## src/rtl/axil_sr_bridge.sv

```systemverilog
`default_nettype none
// ============================================================================
// Module   : axil_sr_bridge
// Brief    : 32-bit AXI-Lite OCL slave to 64-bit SoftReg request/response
//            bridge; optional read timeout under AXIL_SR_RD_TIMEOUT_EN.
// Revision : 1.0 - initial release
// ============================================================================

package axil_sr_pkg;
    typedef struct packed {
        logic        valid;
        logic        isWrite;
        logic [31:0] addr;
        logic [63:0] data;
    } SoftRegReq;

    typedef struct packed {
        logic        valid;
        logic [63:0] data;
    } SoftRegResp;
endpackage

module axil_sr_bridge
    import axil_sr_pkg::*;
#(
    parameter int unsigned RD_TIMEOUT = 1024,
    parameter logic [31:0] ERR_DATA   = 32'hDEAD_BEEF
) (
    input  logic        clk,
    input  logic        rst,
    input  logic        awvalid,
    output logic        awready,
    input  logic [31:0] awaddr,
    input  logic        wvalid,
    output logic        wready,
    input  logic [31:0] wdata,
    input  logic [3:0]  wstrb,
    output logic        bvalid,
    input  logic        bready,
    output logic [1:0]  bresp,
    input  logic        arvalid,
    output logic        arready,
    input  logic [31:0] araddr,
    output logic        rvalid,
    input  logic        rready,
    output logic [31:0] rdata,
    output logic [1:0]  rresp,
    output SoftRegReq   softreg_req,
    input  SoftRegResp  softreg_resp
);

    typedef enum logic [2:0] {
        IDLE     = 3'd0,
        WR_RESP  = 3'd1,
        RD_ISSUE = 3'd2,
        RD_WAIT  = 3'd3,
        RD_RESP  = 3'd4
    } state_t;

    state_t      r_state;
    logic [31:0] r_lo_wr_buf;
    logic [31:0] r_hi_rd_buf;
    logic        r_hi_rd_vld;
    logic        r_bvalid;
    logic        r_rvalid;
    logic [31:0] r_rdata;
    logic [1:0]  r_rresp;
    SoftRegReq   r_req;

    logic        w_wr_pair;
    logic        w_idle;
    logic        w_unused_ok;

`ifdef AXIL_SR_RD_TIMEOUT_EN
    localparam logic [31:0] c_timeout_last = 32'(RD_TIMEOUT - 1);
    logic [31:0] r_cnt;
    assign w_unused_ok = &{1'b0, wstrb, awaddr[1:0], araddr[1:0]};
`else
    assign w_unused_ok = &{1'b0, wstrb, awaddr[1:0], araddr[1:0], ERR_DATA, (RD_TIMEOUT != 0)};
`endif

    // AW and W are only ever taken together; a pending write pair blocks reads.
    assign w_wr_pair = awvalid && wvalid;
    assign w_idle    = (r_state == IDLE) && rst;
    assign awready   = w_idle && w_wr_pair;
    assign wready    = w_idle && w_wr_pair;
    assign arready   = w_idle && arvalid && !w_wr_pair;

    assign bvalid      = r_bvalid;
    assign bresp       = 2'b00;
    assign rvalid      = r_rvalid;
    assign rdata       = r_rdata;
    assign rresp       = r_rresp;
    assign softreg_req = r_req;

    always_ff @(posedge clk or negedge rst) begin
        if (!rst) begin
            r_state     <= IDLE;
            r_lo_wr_buf <= '0;
            r_hi_rd_buf <= '0;
            r_hi_rd_vld <= 1'b0;
            r_bvalid    <= 1'b0;
            r_rvalid    <= 1'b0;
            r_rdata     <= '0;
            r_rresp     <= 2'b00;
            r_req       <= '0;
`ifdef AXIL_SR_RD_TIMEOUT_EN
            r_cnt       <= '0;
`endif
        end else begin
            r_req.valid <= 1'b0;
            case (r_state)
                IDLE: begin
                    if (w_wr_pair) begin
                        r_bvalid <= 1'b1;
                        r_state  <= WR_RESP;
                        if (awaddr[2]) begin
                            r_req <= {1'b1, 1'b1, {awaddr[31:3], 3'b000}, {wdata, r_lo_wr_buf}};
                        end else begin
                            r_lo_wr_buf <= wdata;
                        end
                    end else if (arvalid) begin
                        if (araddr[2]) begin
                            // Upper half comes from the last low-half read, consumed once.
                            r_rdata     <= r_hi_rd_vld ? r_hi_rd_buf : 32'h0;
                            r_rresp     <= 2'b00;
                            r_hi_rd_vld <= 1'b0;
                            r_rvalid    <= 1'b1;
                            r_state     <= RD_RESP;
                        end else begin
                            r_req   <= {1'b1, 1'b0, {araddr[31:3], 3'b000}, 64'h0};
                            r_state <= RD_ISSUE;
                        end
                    end
                end
                RD_ISSUE: begin
                    r_state <= RD_WAIT;
`ifdef AXIL_SR_RD_TIMEOUT_EN
                    r_cnt   <= '0;
`endif
                end
                RD_WAIT: begin
                    if (softreg_resp.valid) begin
                        r_rdata     <= softreg_resp.data[31:0];
                        r_hi_rd_buf <= softreg_resp.data[63:32];
                        r_hi_rd_vld <= 1'b1;
                        r_rresp     <= 2'b00;
                        r_rvalid    <= 1'b1;
                        r_state     <= RD_RESP;
                    end
`ifdef AXIL_SR_RD_TIMEOUT_EN
                    else if (r_cnt == c_timeout_last) begin
                        r_rdata     <= ERR_DATA;
                        r_rresp     <= 2'b10;
                        r_hi_rd_vld <= 1'b0;
                        r_rvalid    <= 1'b1;
                        r_state     <= RD_RESP;
                    end else begin
                        r_cnt <= r_cnt + 32'd1;
                    end
`endif
                end
                WR_RESP: begin
                    if (bready) begin
                        r_bvalid <= 1'b0;
                        r_state  <= IDLE;
                    end
                end
                RD_RESP: begin
                    if (rready) begin
                        r_rvalid <= 1'b0;
                        r_state  <= IDLE;
                    end
                end
                default: r_state <= IDLE;
            endcase
        end
    end

endmodule
`default_nettype wire

```

## config.mk

```make
export PLATFORM = sky130hd
export DESIGN_NAME = axil_sr_bridge
export DESIGN_NICKNAME = d
export VERILOG_FILES = /design/src/rtl/axil_sr_bridge.sv
export SDC_FILE = /design/constraint.sdc
export NUM_CORES = 1
export LEC_CHECK = 0
export BUFFER_PORTS_ARGS = -buffer_cell sky130_fd_sc_hd__buf_4
export CAP_MARGIN = 20
export CORE_UTILIZATION = 40
export DETAILED_ROUTE_END_ITERATION = 8
export PLACE_DENSITY = 0.73
export RECOVER_POWER = 50
export SYNTH_ARGS = -nofsm -noshare
export SYNTH_HDL_FRONTEND = slang
export SYNTH_SLANG_ARGS = --single-unit
```

## constraint.sdc

```tcl
create_clock -name clk -period 2.5 [get_ports clk]
set_input_delay 0 -clock clk [delete_from_list [all_inputs] [get_ports clk]]
set_output_delay 0 -clock clk [all_outputs]
set_load 0.05 [all_outputs]
```

==> impl_metrics.py <==
metrics = {
    "synth": {
        "ys_seq_area_share_pct": 61.6,
        "synth_compound_area_share_pct": 19.1,
        "synth.largest_area_cell": "dfrtp_1",
        "syn_inst": 623,
        "synth_top_family_by_area": "compound AO/OA/AOI/OAI gates",
        "synth_fa_ha_area_share_pct": 0,
        "synth_area_sq_um": 8010,
        "synthSimpleGateAreaFrac_pct": 6.00,
        "yosys.area_share.xor_xnor_pct": 0,
        "yosys-top-cells-area": "dfrtp_1, mux2_2, a22o_1",
        "synth_top_area_share_pct": 61.6,
        "ys_warn_count": 0,
        "ys_ff_latch": 197,
        "synth_cell_types": 37,
        "synth_mux_area_share_pct": 9.13,
        "avgSynthCellArea_sq_um": 12.9,
    },
    "timing": {
        "fin_crit_ps": 2240,
        "min_period_over_period_pct": 89.6,
        "rsz0062_at_grt": "no",
        "maxSlewViolCount": 31,
        "tightest_slew_ps": 1510,
        "timing.final.setup_violations": 0,
        "slew_headroom_pct": -0.340,
        "setup-tns-final_ps": 0,
        "fmaxAchievable_ghz": 0.447,
        "hold_violations": 0,
        "fin_skew_ps": 8.09,
    },
    "floorplanning": {
        "core-area_sq_um": 19500,
        "die_w_um": 143,
        "design.die.area_sq_um": 20600,
        "start_util_pct": 41.0,
        "rows": 51,
        "io_pins": 311,
        "die_y_um": 143,
    },
    "cts": {
        "post_cts_resized": 0,
        "cts.sinks": 197,
        "cts_tree": "built",
        "cts_max_level": 4,
        "ctsRootBufferMaster": "clkbuf_16",
        "clk_pin_slew_worst_paths_ps": 70,
        "hold_buffers": 161,
        "cts_buffers": 17,
        "clk_path_buf_depth": 2,
        "clock_latency_ps": 430,
        "post-cts-setup-buffers": 0,
    },
    "power_and_ir_drop": {
        "swShare_pct": 45.9,
        "pwr-share-clk_pct": 18.7,
        "p_seq_share_pct": 35.4,
        "leakage_nw": 5.55,
        "share_comb_of_total_power_pct": 45.9,
        "net-switching-power_mw": 6.89,
        "finalPower_mw": 15.0,
        "intPower_mw": 8.14,
        "irDropWorstVdd_mv": 0.927,
        "powerDensity_nw_per_um2": 1230,
    },
    "run": {
        "maxCapViolations": 0,
    },
    "detailed_routing": {
        "detail-route-antenna-nets": 0,
        "route.met3.wl_um": 1930,
        "wl_met2_um": 11700,
        "routed_wl_um": 23900,
        "wl_per_cell_um": 17.9,
        "via_per_inst": 5.16,
        "drcViolationCount": 0,
        "drt-met1-wl_um": 9630,
        "drt_iter0_drc": 260,
        "vias": 6908,
        "drt_pass1_iterations": 5,
        "top_layer": "met4",
    },
    "setup_path": {
        "cpMaxStageDelayCell": "dlygate4sd3_1",
        "cp.required_ps": 2810,
        "crit_arrival_ps": 2550,
        "start_kind": "register",
        "path_class": "reg2reg",
        "crit_buf_inv": 3,
        "end_kind": "register",
        "timing.rr.start": "r_state[2]",
        "critPathTopFamily": "buffers and inverters",
        "max_stage_delay_ps": 590,
        "critPathMaxFanout": 30,
        "reg2reg_slack_ps": 260,
        "crit_chain": "buf_4 -> or3_1 -> buf_4 -> a31oi_1 -> a21oi_1 -> dlygate4sd3_1",
        "startpoint": "r_state[2]",
        "cpMostUsedCell": "buf_4",
    },
    "final_layout": {
        "drive_gt1_share_pct": 28.3,
        "diodes": 0,
        "nets": 1233,
        "syn2layout_area_growth_pct": 52.2,
        "final_cells": 1339,
    },
    "placed_design": {
        "port_buffers": 295,
        "dpl.hpwl_um": 13900,
        "dp.cells": 1146,
        "place.gp.congestion": 0.771,
    },
    "grt": {
        "first_global_vias": 7010,
        "grt_usage_pct": 23.7,
        "grt_overflow": 0,
        "antenna_found_initial": 0,
        "grt_max_degree": 110,
        "grt_pass1_wl_um": 37300,
    },
    "run_status": {
        "violations": "slew limit",
        "status": "finished with violations",
    },
    "worst_hold_path": {
        "hp-class": "in2async",
    },
}
-- through the flow --
step / cell area [sq um] / hold slack, ps / util, % / setup slack (ps)
global route: 12200 / 67.8 / 62.4 / 210
floorplan: 8030 / -296 / - / 681
global placement: 10500 / -75.7 / 53.6 / 493
detailed placement: 10500 / -75.4 / 53.6 / 487
finish: 12200 / 30.4 / 62.4 / 261
CTS: 12700 / 21.9 / 64.9 / 321
-- cells in the final DEF (no fill, tap or decap), types with 2 or more instances in the layout --
cell type	n
o21ai_1	10
bufinv_16	2
clkbuf_8	2
inv_8	4
or3_1	2
clkinvlp_4	2
o21ai_0	6
a31oi_1	2
clkbuf_16	17
a22oi_1	28
a22o_1	64
and3_1	34
dlygate4sd3_1	161
a21oi_1	34
o2bb2ai_1	28
o21ai_2	20
conb_1	7
nand3_1	2
nand2_1	42
mux2_2	63
inv_1	3
buf_4	179
clkbuf_1	130
dfrtp_1	197
buf_12	3
inv_6	3
nor2_1	7
-- kinds of logic after synthesis --
group	count (synthesis)
mux	65
other cells	1
flops	197
buf+inv	64
simple gates	95
compound gates	201
-- state kept, by name, indices dropped and copies added, names as in the netlist --
| signal | cells |
|---|---|
| rdata | 32 |
| softreg_req | 95 |
| r_hi_rd_vld | 1 |
| rvalid | 1 |
| r_hi_rd_buf | 32 |
| r_lo_wr_buf | 32 |
| bvalid | 1 |
| r_state | 3 |
-- power groups by stage --
stage               logic (mW)  registers, mW  clock network, mW
floorplan                 2.18           8.13                  0
global placement          7.24           5.30                  0
detailed placement        7.36           5.33                  0
CTS                       7.58           5.32               2.87
global route              7.27           5.50               3.00
finish                    6.90           5.33               2.81
-- layer usage --
metal / GRT usage, % / vias up
met2: 38.6 / 284
met4: 9.63 / 0
met5: 0 / -
met3: 7.06 / 50
met1: 29.3 / 3413
li1: - / 3161
-- worst reg2reg max path, cell delays in order (launching register included) --
cell	delay, ps
dfrtp_1	360
buf_4	170
or3_1	410
buf_4	290
a31oi_1	230
a21oi_1	70
dlygate4sd3_1	590
-- synth_stat cells (all sizes together) --
cell type and instances:
a21bo 1, nor3 2, nor3b 1, nand2 42, a22o 64, o32ai 1
a22oi 28, a21o 1, a21oi 34, a311oi 1, nor2 9, clkbuf 24
o21a 1, or3 2, nand3b 1, a2bb2oi 1, conb 1, nand3 2
and3 34, a31oi 2, and3b 1, mux2 64, o31a 1, dfrtp 197
o22a 1, inv 3, nand4b 1, o21ai 37, o2bb2ai 28, buf 37
mux2i 1
-- area by class of cell --
| cell class | count | area, sq um |
|---|---|---|
| inverters | 3 | 11.3 |
| clock inverters | 13 | 160 |
| fillers | 1604 | 7340 |
| well taps | 265 | 332 |
| clock buffers | 19 | 443 |
| multi-input cells | 368 | 2790 |
| flip-flops and latches | 197 | 4930 |
| repair buffers | 474 | 3520 |
-- worst paths after layout --
check,depth (start not counted),endpoint
worst max-delay path,6,r_state[2]
worst min-delay path,2,r_hi_rd_buf[20]
worst max register to register,6,r_state[2]
worst min register to register,1,softreg_req[96]
max in group asynchronous,3,softreg_req[46]
min in group clk,4,rvalid
(Power assumes the default switching activity.)
